[config.mk]
export PLATFORM = sky130hd
export DESIGN_NAME = mem_access_ctrl
export DESIGN_NICKNAME = d
export VERILOG_FILES = /design/src/rtl/mem_pkg.sv /design/src/rtl/mem_access_ctrl_wait_timer.sv /design/src/rtl/mem_access_ctrl.sv
export SDC_FILE = /design/constraint.sdc
export NUM_CORES = 1
export LEC_CHECK = 0
export ABC_AREA = 1
export BUFFER_PORTS_ARGS = -buffer_cell sky130_fd_sc_hd__buf_2
export CAP_MARGIN = 5
export CELL_PAD_IN_SITES_DETAIL_PLACEMENT = 0
export CELL_PAD_IN_SITES_GLOBAL_PLACEMENT = 1
export CORE_UTILIZATION = 32
export CTS_BUF_LIST = sky130_fd_sc_hd__clkbuf_4
export DETAILED_ROUTE_END_ITERATION = 7
export PLACE_DENSITY = 0.84
export RECOVER_POWER = 25
export SETUP_SLACK_MARGIN = 0.1
export SKIP_CTS_REPAIR_TIMING = 1
export SYNTH_ARGS = -nofsm -noshare
export SYNTH_HDL_FRONTEND = slang
export SYNTH_SLANG_ARGS = --single-unit
[constraint.sdc]
create_clock -name clk -period 2.2 [get_ports clk]
set_input_delay 0.66 -clock clk [delete_from_list [all_inputs] [get_ports clk]]
set_output_delay 0.66 -clock clk [all_outputs]
set_load 0.01 [all_outputs]
[src/rtl/mem_pkg.sv]
`default_nettype none
// mem_pkg: shared types and widths for the memory-stage access controller.
// Revision: 1.0
package mem_pkg;
  localparam int MEM_ADDR_W       = 16;
  localparam int MEM_DATA_W       = 16;
  localparam int MAX_WAIT_DEFAULT = 15;

  typedef enum logic [1:0] {
    IDLE = 2'd0,
    WAIT = 2'd1,
    DONE = 2'd2,
    ERR  = 2'd3
  } mem_state_t;
endpackage
`default_nettype wire

[src/rtl/mem_access_ctrl_wait_timer.sv]
`default_nettype none
// mem_wait_timer: 8-bit saturating wait counter with a timeout compare.
// Revision: 1.0
module mem_wait_timer
  import mem_pkg::*;
#(
  parameter int MAX_WAIT = MAX_WAIT_DEFAULT
) (
  input  logic clk,
  input  logic rst,
  input  logic clr,
  input  logic inc,
  output logic expired
);
  logic [7:0] count;
  logic [7:0] count_inc;

  assign count_inc = (count == 8'hFF) ? count : count + 8'd1;
  // Flags the cycle whose increment makes the count reach the limit.
  assign expired   = inc && (count_inc == 8'(MAX_WAIT));

  always_ff @(posedge clk or posedge rst) begin
    if (rst) begin
      count <= '0;
    end else if (clr) begin
      count <= '0;
    end else if (inc) begin
      count <= count_inc;
    end
  end
endmodule
`default_nettype wire

[src/rtl/mem_access_ctrl.sv]
`default_nettype none
// mem_access_ctrl: MEM-stage req/ack controller with pipeline stall, load return and error flag.
// Revision: 1.0
module mem_access_ctrl
  import mem_pkg::*;
#(
  parameter int MAX_WAIT = MAX_WAIT_DEFAULT
) (
  input  logic                  clk,
  input  logic                  rst,
  input  logic                  memRead_MEM,
  input  logic                  memWrite_MEM,
  input  logic                  halt_MEM,
  input  logic [MEM_ADDR_W-1:0] ALU_result_MEM,
  input  logic [MEM_DATA_W-1:0] st_value_MEM,
  output logic                  mem_req,
  output logic                  mem_wr,
  output logic [MEM_ADDR_W-1:0] mem_addr,
  output logic [MEM_DATA_W-1:0] mem_wdata,
  input  logic                  mem_ack,
  input  logic [MEM_DATA_W-1:0] mem_rdata,
  output logic [MEM_DATA_W-1:0] readData_MEM,
  output logic                  mem_stall,
  output logic                  mem_done,
  output logic                  err
);
  mem_state_t state, state_nxt;

  logic access, start, misaligned;
  logic capture, timer_clr, timer_inc, expired, stall_c;

  assign access     = (memRead_MEM | memWrite_MEM) & ~halt_MEM;
  assign start      = access & ~ALU_result_MEM[0];
  assign misaligned = access &  ALU_result_MEM[0];

  mem_wait_timer #(.MAX_WAIT(MAX_WAIT)) u_wait_timer (
    .clk     (clk),
    .rst     (rst),
    .clr     (timer_clr),
    .inc     (timer_inc),
    .expired (expired)
  );

  always_comb begin
    state_nxt = state;
    capture   = 1'b0;
    timer_clr = 1'b0;
    timer_inc = 1'b0;
    stall_c   = 1'b0;
    case (state)
      IDLE: begin
        if (start) begin
          state_nxt = WAIT;
          capture   = 1'b1;
          timer_clr = 1'b1;
          stall_c   = 1'b1;
        end else if (misaligned) begin
          state_nxt = ERR;
        end
      end
      WAIT: begin
        stall_c = 1'b1;
        // An ack in the timeout cycle still completes the access.
        if (mem_ack) begin
          state_nxt = DONE;
        end else begin
          timer_inc = 1'b1;
          if (expired) state_nxt = ERR;
        end
      end
      DONE:    state_nxt = IDLE;
      ERR:     state_nxt = ERR;
      default: state_nxt = IDLE;
    endcase
  end

  // Gated by reset so a held request cannot stall the pipe while in reset.
  assign mem_stall = stall_c & ~rst;

  always_ff @(posedge clk or posedge rst) begin
    if (rst) begin
      state        <= IDLE;
      mem_req      <= 1'b0;
      mem_done     <= 1'b0;
      err          <= 1'b0;
      mem_wr       <= 1'b0;
      mem_addr     <= '0;
      mem_wdata    <= '0;
      readData_MEM <= '0;
    end else begin
      state    <= state_nxt;
      mem_req  <= (state_nxt == WAIT);
      mem_done <= (state_nxt == DONE);
      err      <= err | (state_nxt == ERR);
      if (capture) begin
        mem_wr    <= memWrite_MEM;
        mem_addr  <= ALU_result_MEM;
        mem_wdata <= st_value_MEM;
      end
      if ((state == WAIT) && mem_ack && !mem_wr) begin
        readData_MEM <= mem_rdata;
      end
    end
  end
endmodule
`default_nettype wire

* Word-level counts from Yosys, hierarchy flattened *
Index checks and enable logic that the tools add are counted.

operators by class
  add/subtract/negate cells = 1
  eq/ne operators = 8
  mux-type cells = 13
  bitwise operators = 9
  reduce and logical (&&, ||, !) cells = 6

operators with widths
  operator                                                         number
  8-bit two-way mux                                                3
  8-bit by 1-bit adder with 8-bit output, second input constant    1
  2-bit == test, second input constant                             4
  8-bit by 4-bit == test with 1-bit output, second input constant  1
  8-bit == test, second input constant                             1
  2-bit two-way mux                                                4
  2-bit case mux with 4 select lines                               1
  1-bit AND                                                        4
  2-bit by 1-bit == test with 1-bit output, second input constant  2
  1-bit two-way mux                                                4
  1-bit logical AND                                                3
  1-bit inverter                                                   3
  2-bit logical NOT                                                1
  1-bit OR                                                         2
  1-bit case mux with 2 select lines                               1
  2-bit nonzero test                                               1
  1-bit logical NOT                                                1

word-level totals
  flip-flop bits (word level) = 62
  input bits = 54
  output and inout port bits = 53
  logic and storage cells = 46

* Longest topological paths before layout *
  depth in word-level cells = 9
  depth in mapped cells = 13
  depth with buffers taken out = 13

* Modules after synthesis *
A second synthesis with hierarchy kept.

unflattened totals
  cells, all modules = 323
  area, all modules = 2705.1 um^2

modules (own cells, without submodules)
  module           times used  cells an instance  area an instance (um^2)  seq. area each (um^2)
  mem_access_ctrl  1           238                2143.3                   1351.3
  mem_wait_timer   1           85                 561.8                    200.2

* Worst setup path before layout *
Ideal clock, no wire load.

  path kind = in2out
  start point = in memWrite_MEM
  end point = out mem_stall
  data arrival time = 1.554 ns
  data required time = 1.540 ns
  setup slack = -0.014 ns
  cell stages on the path = 5
  buffers on the path = 1
  path through = nor2_1 nor2_1 nand3_1 clkbuf_1 a21oi_1

on the way
  word-level cells in the longest chain between the ends = 6

RTL lines
  what                                RTL line               text
  start: declaration                  mem_access_ctrl.sv:12  input logic memWrite_MEM,
  1-bit OR                            mem_access_ctrl.sv:32  assign access = (memRead_MEM | memWrite_MEM) & ~halt_MEM;
  1-bit AND                           mem_access_ctrl.sv:32
  1-bit AND                           mem_access_ctrl.sv:33  assign start = access & ~ALU_result_MEM[0];
  1-bit two-way mux                   mem_access_ctrl.sv:52  if (start) begin
  1-bit case mux with 2 select lines  mem_access_ctrl.sv:50  case (state)
  1-bit AND                           mem_access_ctrl.sv:78  assign mem_stall = stall_c & ~rst;
  end: declaration                    mem_access_ctrl.sv:23  output logic mem_stall,

No other way between the ends.

* Worst setup path after layout *
  start point = reg state[1]
  end point = out mem_stall

on the way
  word-level cells in the longest chain between the ends = 3
  elaborated cells between the ends (all ways) = 4
  classes of those cells = eq/ne (1); mux (1); bitwise (1); reduce/logical (1)

RTL lines
  what                                                                           RTL line               text
  start: declaration                                                             mem_access_ctrl.sv:27  mem_state_t state, state_nxt;
  start signal: assignment                                                       mem_access_ctrl.sv:91  state <= state_nxt;
  2-bit by 1-bit == test with 1-bit output or 2-bit logical NOT (tied branches)  mem_access_ctrl.sv:50
  1-bit case mux with 2 select lines *                                           mem_access_ctrl.sv:50
  1-bit AND *                                                                    mem_access_ctrl.sv:78

Every way passes the cells marked *; elsewhere a longest branch is shown, timed or not.

==> results <==
- The number of placed cells counting well taps is 487.
- The area growth from synthesis to final layout is 31.4%.
- A synthesized cell averages 9.29 um^2.
- The detailed-router iteration count before antenna repair is 4.
- The worst setup path is launched from a flop.
- After layout, the worst setup slack is ~180 ps.
- The core utilization of the finished layout is 43.9%.
- The post-layout instance count excluding filler cells is 503.
- The routed layout has 2238 vias.
- Counting flops with an async set or reset pin after synthesis yields a share of between 90% and 100%.
- The total overflow left after global routing is 0.
- The mapped netlist covers between 2000 and 3000 um^2.
- Setup violations remaining at the end of the flow were counted as 0.
- During synthesis, Yosys emitted a total of 0 warnings.
- The sort of element at the end of the critical path is an output port.
- The worst hold path class is primary input to async pin.
- For the final routed database, the setup TNS stands at 0 ps.
- For this design the static power due to leakage is 1.87 nW.
- The maximum number of pins on one net before global-route repair is 37.
- The run finished with clean final reports.
- The peak fanout along the critical path is 4.
- The die covers 8520 um^2.
- For this run, the register share of the synthesized area comes to ~59%.
- Routability-driven placement finished with a final weighted congestion of between 0.7 and 0.8.
- The count of nets left with antenna violations once routing finished came out at 0.
- After the first detailed-routing iteration, the DRC count stood at 99.
- The TritonCTS buffer count is 9.
- Prior to clock tree synthesis, the placed netlist has a worst setup slack of 117 ps.
- The final HPWL from detailed placement is 4350 um.
- The largest individual stage delay along the critical path comes from the cell sky130_fd_sc_hd__dfrtp_2.
- The routed design could run at a clock period as short as 2020 ps.
- The count of unique library cells instantiated by Yosys is 23.
- The floorplan step set the die height to roughly 90 um.
- After clock tree synthesis, the clock-pin slew on the worst setup and hold paths is 100 ps.
- The H-tree was split into 3 levels.
- The most critical setup path has its startpoint at state[1].
- The first global-routing pass estimated 10100 um of wire.
- Using the TritonRoute via totals, the vias-per-cell ratio works out to 4.45.
- The number of max-slew violations in the final report came to 0.
- The count of antenna diodes in the layout is 0.
- The tree built by TritonCTS fans out to 62 sinks.
- The initial utilization of the core area, before any placement, comes to 33.4%.
- The maximum VDD drop is 0.000587 V.
- The longest clock path from root to sink contains 2 buffers.
- At the pin with the least slew margin, the transition time is 818 ps.
- Setup repair after global routing left no endpoint under its margin.
- In the routed design, unresolved DRC markers number 0.
- The via count of the first global-routing pass is 2146.
- The total nets after synthesis is 336.
- By startpoint and endpoint, the worst setup path is classified as flop to output port.
- The data arrival time of the critical path is 1360 ps.
- The CTS tree is done.
- The site row count is 32.
- The floorplan step defined a core boundary enclosing 7810 um^2.
- For this block, the routed nets add up to 5990 um of wire.
- The required time of the critical path is roughly 1500 ps.
- The die is 92.3 um wide.
- Among all flip-flop cells after synthesis, the most frequent one is sky130_fd_sc_hd__dfrtp_1.
- The startpoint of the lowest-slack register-to-register path is u_wait_timer.count[1].
- Dividing the detail-routed wire length by the instance count gives 11.9 um.
- The net count of the finished layout is ~450.
- The post-route clock skew is ~9.9 ps.
- In the global route stage, overall resource usage came out at ~15%.
- The critical path's largest stage delay is 470 ps.
- The total power consumption of the routed design is between 4 and 5 mW.
- During placement, the flow inserted port buffers numbering 106.
- The initial antenna violation count came to 0.
- The final cycle utilization of the critical path is 91.9%.
- In this run, synthesis produced a sequential element count of slightly above 60.
- The number of failing hold endpoints at the final stage is 0.
- Counting cells, the worst reg-to-reg path comes to 13.
- Synthesis handed over a netlist of about 280 instances.
- The number of enable flip-flop cells after synthesis is 0.
- Of the cells placed in the final design, the portion with a size suffix greater than 1 is a little over a third.
- The worst slew margin relative to its limit is 45.5%.
- The placed cell area is about 3300 um^2.
- During I/O placement, the number of pins put on the boundary was around 110.
- The clock latency on the worst-skew pair is 400 ps.
- The clock tree root buffer cell is sky130_fd_sc_hd__clkbuf_4.
- The finished cells cover 3430 um^2.
- Dividing total power by cell area gives a power density of 1300 nW/um^2.
- Across the run, the number of max-cap violations was 0.
- For this run, the top clock speed supported by timing is 495 MHz.
- The critical path goes through nor2_4 > inv_1 > a21oi_1 > buf_2.
- The worst hold slack is 387 ps.
==> cells in the final DEF (no fill, tap or decap) <==
master,instances
sky130_fd_sc_hd__nand2_1,120
sky130_fd_sc_hd__buf_2,105
sky130_fd_sc_hd__dfrtp_1,60
sky130_fd_sc_hd__nand3_1,16
sky130_fd_sc_hd__mux2_1,16
sky130_fd_sc_hd__inv_1,13
sky130_fd_sc_hd__nor2_1,11
sky130_fd_sc_hd__clkbuf_4,10
sky130_fd_sc_hd__o21ai_1,5
sky130_fd_sc_hd__buf_4,5
sky130_fd_sc_hd__nor2_4,4
sky130_fd_sc_hd__nand2_2,4
sky130_fd_sc_hd__nor2_2,3
sky130_fd_sc_hd__nand3_2,3
sky130_fd_sc_hd__inv_2,3
sky130_fd_sc_hd__o22ai_1,3
sky130_fd_sc_hd__o21ai_0,3
sky130_fd_sc_hd__clkinv_1,2
sky130_fd_sc_hd__clkinv_2,2
sky130_fd_sc_hd__dfrtp_2,2
sky130_fd_sc_hd__nand2_4,1
sky130_fd_sc_hd__xor2_1,1
sky130_fd_sc_hd__xnor2_1,1
sky130_fd_sc_hd__and2_1,1
sky130_fd_sc_hd__a21oi_1,1
sky130_fd_sc_hd__clkinvlp_2,1
sky130_fd_sc_hd__ha_1,1
sky130_fd_sc_hd__bufinv_16,1
sky130_fd_sc_hd__clkinvlp_4,1
sky130_fd_sc_hd__clkbuf_1,1
sky130_fd_sc_hd__clkbuf_2,1
==> state kept, by name, indices dropped and copies added, names as in the netlist <==
name                cells
err                     1
mem_addr               16
mem_done                1
mem_req                 1
mem_wdata              16
mem_wr                  1
readData_MEM           16
state                   2
u_wait_timer.count      8
==> cell usage after synthesis, types with 2 or more instances <==
cell / n / area share, %
sky130_fd_sc_hd__nand2_1: 120 / 17
sky130_fd_sc_hd__nor2_1: 14 / 2.0
sky130_fd_sc_hd__clkbuf_1: 3 / 0.43
sky130_fd_sc_hd__o21ai_0: 3 / 0.58
sky130_fd_sc_hd__o22ai_1: 3 / 0.72
sky130_fd_sc_hd__dfrtp_1: 62 / 59
sky130_fd_sc_hd__buf_2: 4 / 0.77
sky130_fd_sc_hd__nor2_4: 2 / 0.86
sky130_fd_sc_hd__nand3_2: 2 / 0.77
sky130_fd_sc_hd__inv_2: 2 / 0.29
sky130_fd_sc_hd__inv_1: 15 / 2.2
sky130_fd_sc_hd__mux2_1: 16 / 6.9
sky130_fd_sc_hd__nand3_1: 17 / 3.3
sky130_fd_sc_hd__nand2_2: 4 / 0.96
sky130_fd_sc_hd__o21ai_1: 5 / 0.96
sky130_fd_sc_hd__nor2_2: 2 / 0.48
==> area by class of cell <==
class	instances	area [um^2]
clock buffer	10	75.1
clock inverter	5	51.3
fill	800	4380
inverter	18	68.8
multi-input combinational	194	982
sequential	62	1550
tap	102	128
timing repair buffer	112	572
==> path summary, 6_finish.rpt <==
| check | end | slack [ps] |
|---|---|---|
| max | mem_stall | 180 |
| min | u_wait_timer.count[2] | 390 |
| max reg2reg | err | 530 |
| min reg2reg | err | 470 |
| max in group asynchronous | mem_wdata[7] | 1130 |
| min in group clk | mem_addr[6] | 440 |
==> power by group <==
group | leakage [nW] | total (mW) | switching [mW] | internal [mW]
combinational | 1.04 | 1.74 | 0.973 | 0.767
clock | 0.0697 | 0.744 | 0.399 | 0.346
sequential | 0.768 | 1.99 | 0.320 | 1.67
total | 1.87 | 4.48 | 1.69 | 2.78
==> per-layer routing <==
metal / part of all wire, % / up-vias / GRT usage (%)
li1: - / 1116 / -
met1: 46 / 1039 / 19.5
met2: 46 / 73 / 24.1
met3: 6.6 / 10 / 5.34
met4: 1.3 / 0 / 4.30
met5: 0 / - / 0
==> kinds of logic after synthesis <==
group / count (synthesis) / synth area share [%]
adders and majority gates: 1 / 0.479
and+or+nand+nor: 163 / 26.3
buffers and inverters: 25 / 3.79
muxes: 16 / 6.90
DFF: 62 / 59.4
xor gates and xnor gates: 2 / 0.671
AOI/OAI and AO/OA: 12 / 2.44
==> critical path, delay by kind of cell, from the launching register on <==
kind / cells / cell delay [ps]
flip-flops: 1 / 470
buffers and inverters: 2 / 240
AO/OA/AOI/OAI: 1 / 140
AND/OR/NAND/NOR: 1 / 120
(Power assumes the default switching activity.)
